**config.mk**
```make
export PLATFORM = sky130hd
export DESIGN_NAME = uart_tx_fifo
export DESIGN_NICKNAME = d
export VERILOG_FILES = /design/src/rtl/uart_tx_fifo.sv
export SDC_FILE = /design/constraint.sdc
export NUM_CORES = 1
export LEC_CHECK = 0
export CAP_MARGIN = 0
export CELL_PAD_IN_SITES_DETAIL_PLACEMENT = 0
export CELL_PAD_IN_SITES_GLOBAL_PLACEMENT = 2
export CORE_ASPECT_RATIO = 1.75
export CORE_UTILIZATION = 40
export DETAILED_ROUTE_END_ITERATION = 10
export GPL_TIMING_DRIVEN = 0
export PLACE_DENSITY_LB_ADDON = 0.1
export SYNTH_ARGS = -nofsm -noshare
export SYNTH_HDL_FRONTEND = slang
export SYNTH_SLANG_ARGS = --single-unit
```
**constraint.sdc**
```tcl
create_clock -name clk -period 6.3 [get_ports clk]
set_clock_uncertainty 0.05 [all_clocks]
set_input_delay 1.26 -clock clk [delete_from_list [all_inputs] [get_ports clk]]
set_output_delay 1.26 -clock clk [all_outputs]
set_load 0.1 [all_outputs]
```
**src/rtl/uart_tx_fifo.sv**
```systemverilog
// UART transmitter fed by a small synchronous FIFO.
// Frames are start, DATA_BITS LSB first, optional parity, then STOP_BITS stop bits.
module uart_tx_fifo #(
  parameter int CLKS_PER_BIT = 16,
  parameter int DATA_BITS    = 8,
  parameter int PARITY       = 0,
  parameter int STOP_BITS    = 1,
  parameter int FIFO_DEPTH   = 4
) (
  input  logic                          clk,
  input  logic                          rst_n,
  input  logic [DATA_BITS-1:0]          in_data,
  input  logic                          in_valid,
  output logic                          in_ready,
  output logic                          tx,
  output logic                          busy,
  output logic                          tx_done,
  output logic [$clog2(FIFO_DEPTH):0]   fifo_count
);

  localparam int AW = $clog2(FIFO_DEPTH);
  localparam int CW = 16;

  typedef enum logic [2:0] {
    S_IDLE   = 3'd0,
    S_START  = 3'd1,
    S_DATA   = 3'd2,
    S_PARITY = 3'd3,
    S_STOP   = 3'd4
  } state_t;

  state_t               state, state_n;
  logic [DATA_BITS-1:0] mem [FIFO_DEPTH];
  logic [AW-1:0]        wr_ptr, rd_ptr;
  logic [AW:0]          count;
  logic                 ready_en;
  logic [CW-1:0]        bit_cnt;
  logic [3:0]           bit_idx;
  logic [DATA_BITS-1:0] shreg;
  logic                 par_bit;
  logic                 push, pop, full, bit_last, frame_end;

  // Handshake: a byte is taken on a rising edge where in_valid && in_ready;
  // in_ready depends only on occupancy, so a push at full is never taken.
  assign full      = (count == (AW+1)'(FIFO_DEPTH));
  assign in_ready  = ready_en && !full;
  assign push      = in_valid && in_ready;
  assign bit_last  = (bit_cnt == CW'(CLKS_PER_BIT - 1));
  assign frame_end = (state == S_STOP) && bit_last && (bit_idx == 4'(STOP_BITS - 1));
  assign busy      = (state != S_IDLE) || (count != '0);
  assign fifo_count = count;

  always_ff @(posedge clk or negedge rst_n) begin
    if (!rst_n) state <= S_IDLE;
    else        state <= state_n;
  end

  always_comb begin
    state_n = state;
    pop     = 1'b0;
    tx      = 1'b1;
    tx_done = 1'b0;
    case (state)
      S_IDLE: begin
        if (count != '0) begin
          pop     = 1'b1;
          state_n = S_START;
        end
      end
      S_START: begin
        tx = 1'b0;
        if (bit_last) state_n = S_DATA;
      end
      S_DATA: begin
        tx = shreg[0];
        if (bit_last && (bit_idx == 4'(DATA_BITS - 1)))
          state_n = (PARITY != 0) ? S_PARITY : S_STOP;
      end
      S_PARITY: begin
        tx = par_bit;
        if (bit_last) state_n = S_STOP;
      end
      S_STOP: begin
        if (frame_end) begin
          tx_done = 1'b1;
          // Back-to-back: next start bit follows the last stop bit directly.
          if (count != '0) begin
            pop     = 1'b1;
            state_n = S_START;
          end else begin
            state_n = S_IDLE;
          end
        end
      end
      default: state_n = S_IDLE;
    endcase
  end

  always_ff @(posedge clk) begin
    if (push) mem[wr_ptr] <= in_data;
  end

  always_ff @(posedge clk or negedge rst_n) begin
    if (!rst_n) begin
      wr_ptr   <= '0;
      rd_ptr   <= '0;
      count    <= '0;
      ready_en <= 1'b0;
    end else begin
      ready_en <= 1'b1;
      if (push) wr_ptr <= wr_ptr + 1'b1;
      if (pop)  rd_ptr <= rd_ptr + 1'b1;
      case ({push, pop})
        2'b10:   count <= count + 1'b1;
        2'b01:   count <= count - 1'b1;
        default: count <= count;
      endcase
    end
  end

  // bit_idx counts data bits in DATA and stop bits in STOP; cleared on every state change.
  always_ff @(posedge clk or negedge rst_n) begin
    if (!rst_n) begin
      bit_cnt <= '0;
      bit_idx <= '0;
      shreg   <= '0;
      par_bit <= 1'b0;
    end else begin
      if (state == S_IDLE || bit_last) bit_cnt <= '0;
      else                             bit_cnt <= bit_cnt + 1'b1;

      if (state_n != state) bit_idx <= '0;
      else if (bit_last)    bit_idx <= bit_idx + 1'b1;

      if (pop) begin
        shreg   <= mem[rd_ptr];
        par_bit <= (PARITY == 1) ? ~^mem[rd_ptr] : ^mem[rd_ptr];
      end else if (state == S_DATA && bit_last) begin
        shreg <= shreg >> 1;
      end
    end
  end

endmodule

```
Yosys cells after proc, flatten, opt, wreduce, memory -nomap -nowiden
Memory sizes are Yosys's and may differ from the RTL's.
Index checks and enable logic that the tools add are counted.

storage, ports and cells
  memories = 1
  bits in writable memories = 32
  word-level logic and storage cells = 64
  register bits after elaboration = 40
  output and inout bits = 7

memory list
  name  words  bits a word  read ports  clocked after Yosys merged registers in  write ports  RTL line  text
  mem   4      8            1           0                                        1            33        logic [DATA_BITS-1:0] mem [FIFO_DEPTH];

operators by class
  add/subtract/negate cells = 6
  reductions and logical operators = 17
  eq/ne operators = 10
  multiplexer cells = 21

operators with widths
  operator                                                                count
  16-bit by 1-bit adder with 16-bit output, second input constant         1
  16-bit by 4-bit equality test with 1-bit output, second input constant  1
  16-bit 2-to-1 mux                                                       1
  8-bit 2-to-1 mux                                                        2
  3-bit 2-to-1 mux                                                        5
  3-bit case mux with 5 select lines                                      1
  4-bit 2-to-1 mux                                                        2
  8-bit parity                                                            1
  1-bit 2-to-1 mux                                                        7
  3-bit by 2-bit equality test with 1-bit output, second input constant   2
  3-bit equality test, second input constant                              2
  1-bit logical AND                                                       6
  3-bit case mux with 2 select lines                                      1
  2-bit nonzero test                                                      3
  3-bit nonzero test                                                      2
  2-bit by 1-bit adder with 2-bit output, second input constant           2
  4-bit by 1-bit adder with 4-bit output, second input constant           1
  4-bit by 3-bit equality test with 1-bit output, second input constant   1
  4-bit zero test                                                         1
  3-bit by 1-bit adder with 3-bit output, second input constant           1
  3-bit by 1-bit equality test with 1-bit output, second input constant   1
  3-bit zero test                                                         1
  3-bit inequality test                                                   1
  1-bit case mux with 3 select lines                                      1
  other kinds (6)                                                         7

Longest topological paths before layout
  depth in word-level cells = 7
  mapped depth = 13

Worst setup path after synthesis
OpenSTA, ideal clock, no wires.

  kind = register -> output
  start point = register bit_cnt[6]
  end point = output tx_done
  arrival = 3.874 ns
  buffers on the path = 0
  cell stages (with the launch flop) = 4
  required time = 4.990 ns
  setup slack = 1.116 ns
  cells stage by stage = dfrtp_1 nor4_1 nand4_1 nor4_1

between the ends
  longest elaborated chain between the ends = 5

RTL lines
  item                                             RTL line  text
  start: declaration                               37        logic [CW-1:0] bit_cnt;
  start signal: assignment                         130       else bit_cnt <= bit_cnt + 1'b1;
  16-bit by 4-bit equality test with 1-bit output  48        assign bit_last = (bit_cnt == CW'(CLKS_PER_BIT - 1));
  1-bit logical AND (2 in a row)                   49        assign frame_end = (state == S_STOP) && bit_last && (bit_idx == 4'(STOP_BITS - 1));
  1-bit 2-to-1 mux                                 84        if (frame_end) begin
  1-bit 2-to-1 mux                                 63        case (state)
  end: declaration                                 17        output logic tx_done,

No other way between the ends.

Worst setup path in the final report
Same ends and word-level chain as after synthesis.

==> results.md <==
* First-pass GRT wire length at between 10 and 15 mm
* Number of nets in the layout at 310
* CTS clk-pin slew, worst paths at around 60 ps
* Mean routed wirelength per cell at 15.6 um
* Core area at between 7000 and 8000 um^2
* Switching Fraction at between 30% and 40%
* Total Wirelength at 5.99 mm
* Yosys Warn Count at 0
* Clock Tree Root: clkbuf_16
* Total CTS buffers at 9
* Final setup violation count at 0
* Post-Syn Area at ~3300 um^2
* CTS tree: built
* Worst skew pair latency at 330 ps
* CP Capture Type: primary output
* VDD IR max at 0.261 mV
* Met3 WL at 119 um
* Crit-path cells: nor4_1 -> nand4_1 -> nor4_1 -> clkdlybuf4s50_1
* Setup_tns at 0 ps
* Initial antenna violation count at 0
* Share of cells above drive strength 1 at 11.5%
* Failing checks: DRC
* Arr. time, crit path at 3140 ps
* Slew @ Worst Pin at 962 ps
* Grt ovf at 0
* RSZ-0062 raised after global routing: false
* Crit Path Class: reg2out
* CTS resizes at 0
* Ports at 18
* Row Count at 43
* Die Y at roughly 120 um
* CP dominant cell by count: nor4_1
* Post-synth ARST share at 55.6%
* Share of the synthesized area in the top cell type at 30.5%
* Status: finished, violations left
* Ys flop type: dfrtp_1
* Clk buf depth at 2
* Slowest CP cell: clkdlybuf4s50_1
* Flops & latches, synth at 72
* Post-synth EDFFs at 32
* Iter 0 DRT Violations at 79
* Worst path max stage delay at ~1200 ps
* Final HPWL DP at 4.39 mm
* Met2 routed WL at 3.51 mm
* Largest area contributor in the netlist: dfrtp_1
* Mapped Avg Cell Area at around 13 um^2
* Pwr/cell area at 464 nW/um^2
* M1 WL at 2.27 mm
* Pwr Total at 1.80 mW
* Postcts setup bufs at 0
* Post-Route Utilization at 48.8%
* Vias per cell at 5.26
* Die Wd at 70.5 um
* Internal at roughly 1.2 mW
* Final GP Congestion at 0.751
* Max Cap Violations at 0
* P_leak at 1.59 nW
* Period utilization at roughly 71%
* Top sig layer: met4
* Part of the Yosys area used for sequential elements at ~60%
* Fmax at 0.225 GHz
* Clock power share at 28.3%
* Reg2Reg Setup Slack at 3280 ps
* Via count of the first global-routing pass at 2081
* Gate power share at 35.3%
* HP Class: reg2reg
* Hold-fix buffers, CTS at 0
* Critical Path Start Type: flip-flop
* CP Data Required Time at 4990 ps
* Tot GR Track Use at approximately 16%
* Synth Instances at roughly 260
* Largest net degree at the start of global routing at 32
* 1st-pass router iterations at 9
* CTS sink cnt at 72
* P_sw at 648 uW
* Flop pwr share at between 30% and 40%
* Non-Filler Instances at 385
* Slew Limit Headroom at 35.7%
* Syn-to-layout area delta at 18.3%
* Dpl cells at 369
* Synth cell count leaders: 40 x dfrtp_1, 32 x edfxtp_1, 21 x nor2_1, 16 x nand2_1
* H-tree depth at 3
* Syn_nets at roughly 280
* N_diodes at 0
* Min Tclk post-route at 4450 ps
* Synth unique cells at 39
* Detailed-route DRC error count at 2
* Initial Utilization at between 40 and 50%
* Final hold vios at 0
* Top-count cell post-synth: dfrtp_1
* Slew Viols, Final at 0
* Post-route ant nets at 0
* Ranking of synthesized cells by area: dfrtp_1 30%, edfxtp_1 29%, mux4_2 5.5%, xnor2_1 4.0%, xor2_1 3.5%
* CP max FO at 6
* IO buf count at 17
* Via count at 2024
* Total Die Area at 8590 um^2
-- metrics by stage --
step,hold WS [ps],cell area (um^2),setup slack [ps]
3_3_place_gp,405,3560,2180
3_5_place_dp,408,3580,2140
6_report,407,3880,1850
2_1_floorplan,374,3280,1120
5_1_grt,434,3880,1650
4_1_cts,416,3880,1780
-- per-layer routing --
metal | global-route usage, % | up-vias
met3 | 4.55 | 6
met5 | 0 | -
met2 | 29.8 | 22
met1 | 16.1 | 1007
li1 | - | 989
met4 | 6.51 | 0
-- power groups by stage --
stage	clock network [mW]	logic, mW	registers, mW
floorplan	0	0.443	0.719
global placement	0	0.650	0.665
detailed placement	0	0.654	0.667
CTS	0.523	0.653	0.658
global route	0.536	0.705	0.671
finish	0.510	0.637	0.656
-- registers in the layout, indices dropped and copies added, names as in the netlist --
register / flops
rd_ptr: 2
par_bit: 1
wr_ptr: 2
mem: 32
bit_idx: 4
fifo_count: 3
bit_cnt: 16
state: 3
ready_en: 1
shreg: 8
-- area by class of cell --
class / count / area, um^2
Buffer: 9 / 52.6
Clock buffer: 9 / 225
Clock inverter: 7 / 77.6
Fill cell: 753 / 4080
Inverter: 15 / 56.3
Multi-Input combinational cell: 165 / 1210
Sequential cell: 72 / 1960
Tap cell: 90 / 113
Timing Repair Buffer: 18 / 185
-- kinds of logic (layout without fill, tap and decap cells) --
group | Yosys count | count (layout) | synth area share [%]
other cells | 1 | 1 | 0.114
flops | 72 | 72 | 59.8
simple gates | 82 | 82 | 12.8
xor+xnor | 28 | 28 | 7.47
compound gates | 31 | 31 | 5.49
fa+ha+maj | 9 | 9 | 3.66
buf+inv | 24 | 58 | 3.32
mux | 14 | 14 | 7.32
-- worst paths after layout --
check | start | to | depth (start not counted)
max reg2reg | bit_cnt[6]$_DFF_PN0_ | fifo_count[2]$_DFFE_PN0P_ | 11
max in group asynchronous | rst_n | bit_cnt[10]$_DFF_PN0_ | 2
min reg2reg | bit_cnt[0]$_DFF_PN0_ | bit_cnt[0]$_DFF_PN0_ | 1
min | bit_cnt[0]$_DFF_PN0_ | bit_cnt[0]$_DFF_PN0_ | 1
min in group asynchronous | rst_n | bit_idx[2]$_DFFE_PN0P_ | 1
max | bit_cnt[6]$_DFF_PN0_ | tx_done | 4
-- layout by cell type, fill, tap and decap left out, types with 8 or more instances in the layout --
cell             Yosys  routed
nand3_1             13      13
nand2_1             16      16
xor2_1              13      13
mux4_2               8       8
a21oi_1              8       8
o21ai_0             15      15
nor2_1              21      21
ha_1                 8       8
edfxtp_1            32      32
xnor2_1             15      15
inv_1               14      14
clkdlybuf4s50_1      0      16
clkbuf_16            0       9
dfrtp_1             40      40
-- critical path, delay by kind of cell (launching register included) --
family	cells	cell delay, ps
DFF	1	450
buffers and inverters	1	1200
and+or+nand+nor	3	1170
No activity file was read; power rests on OpenSTA's default activity.
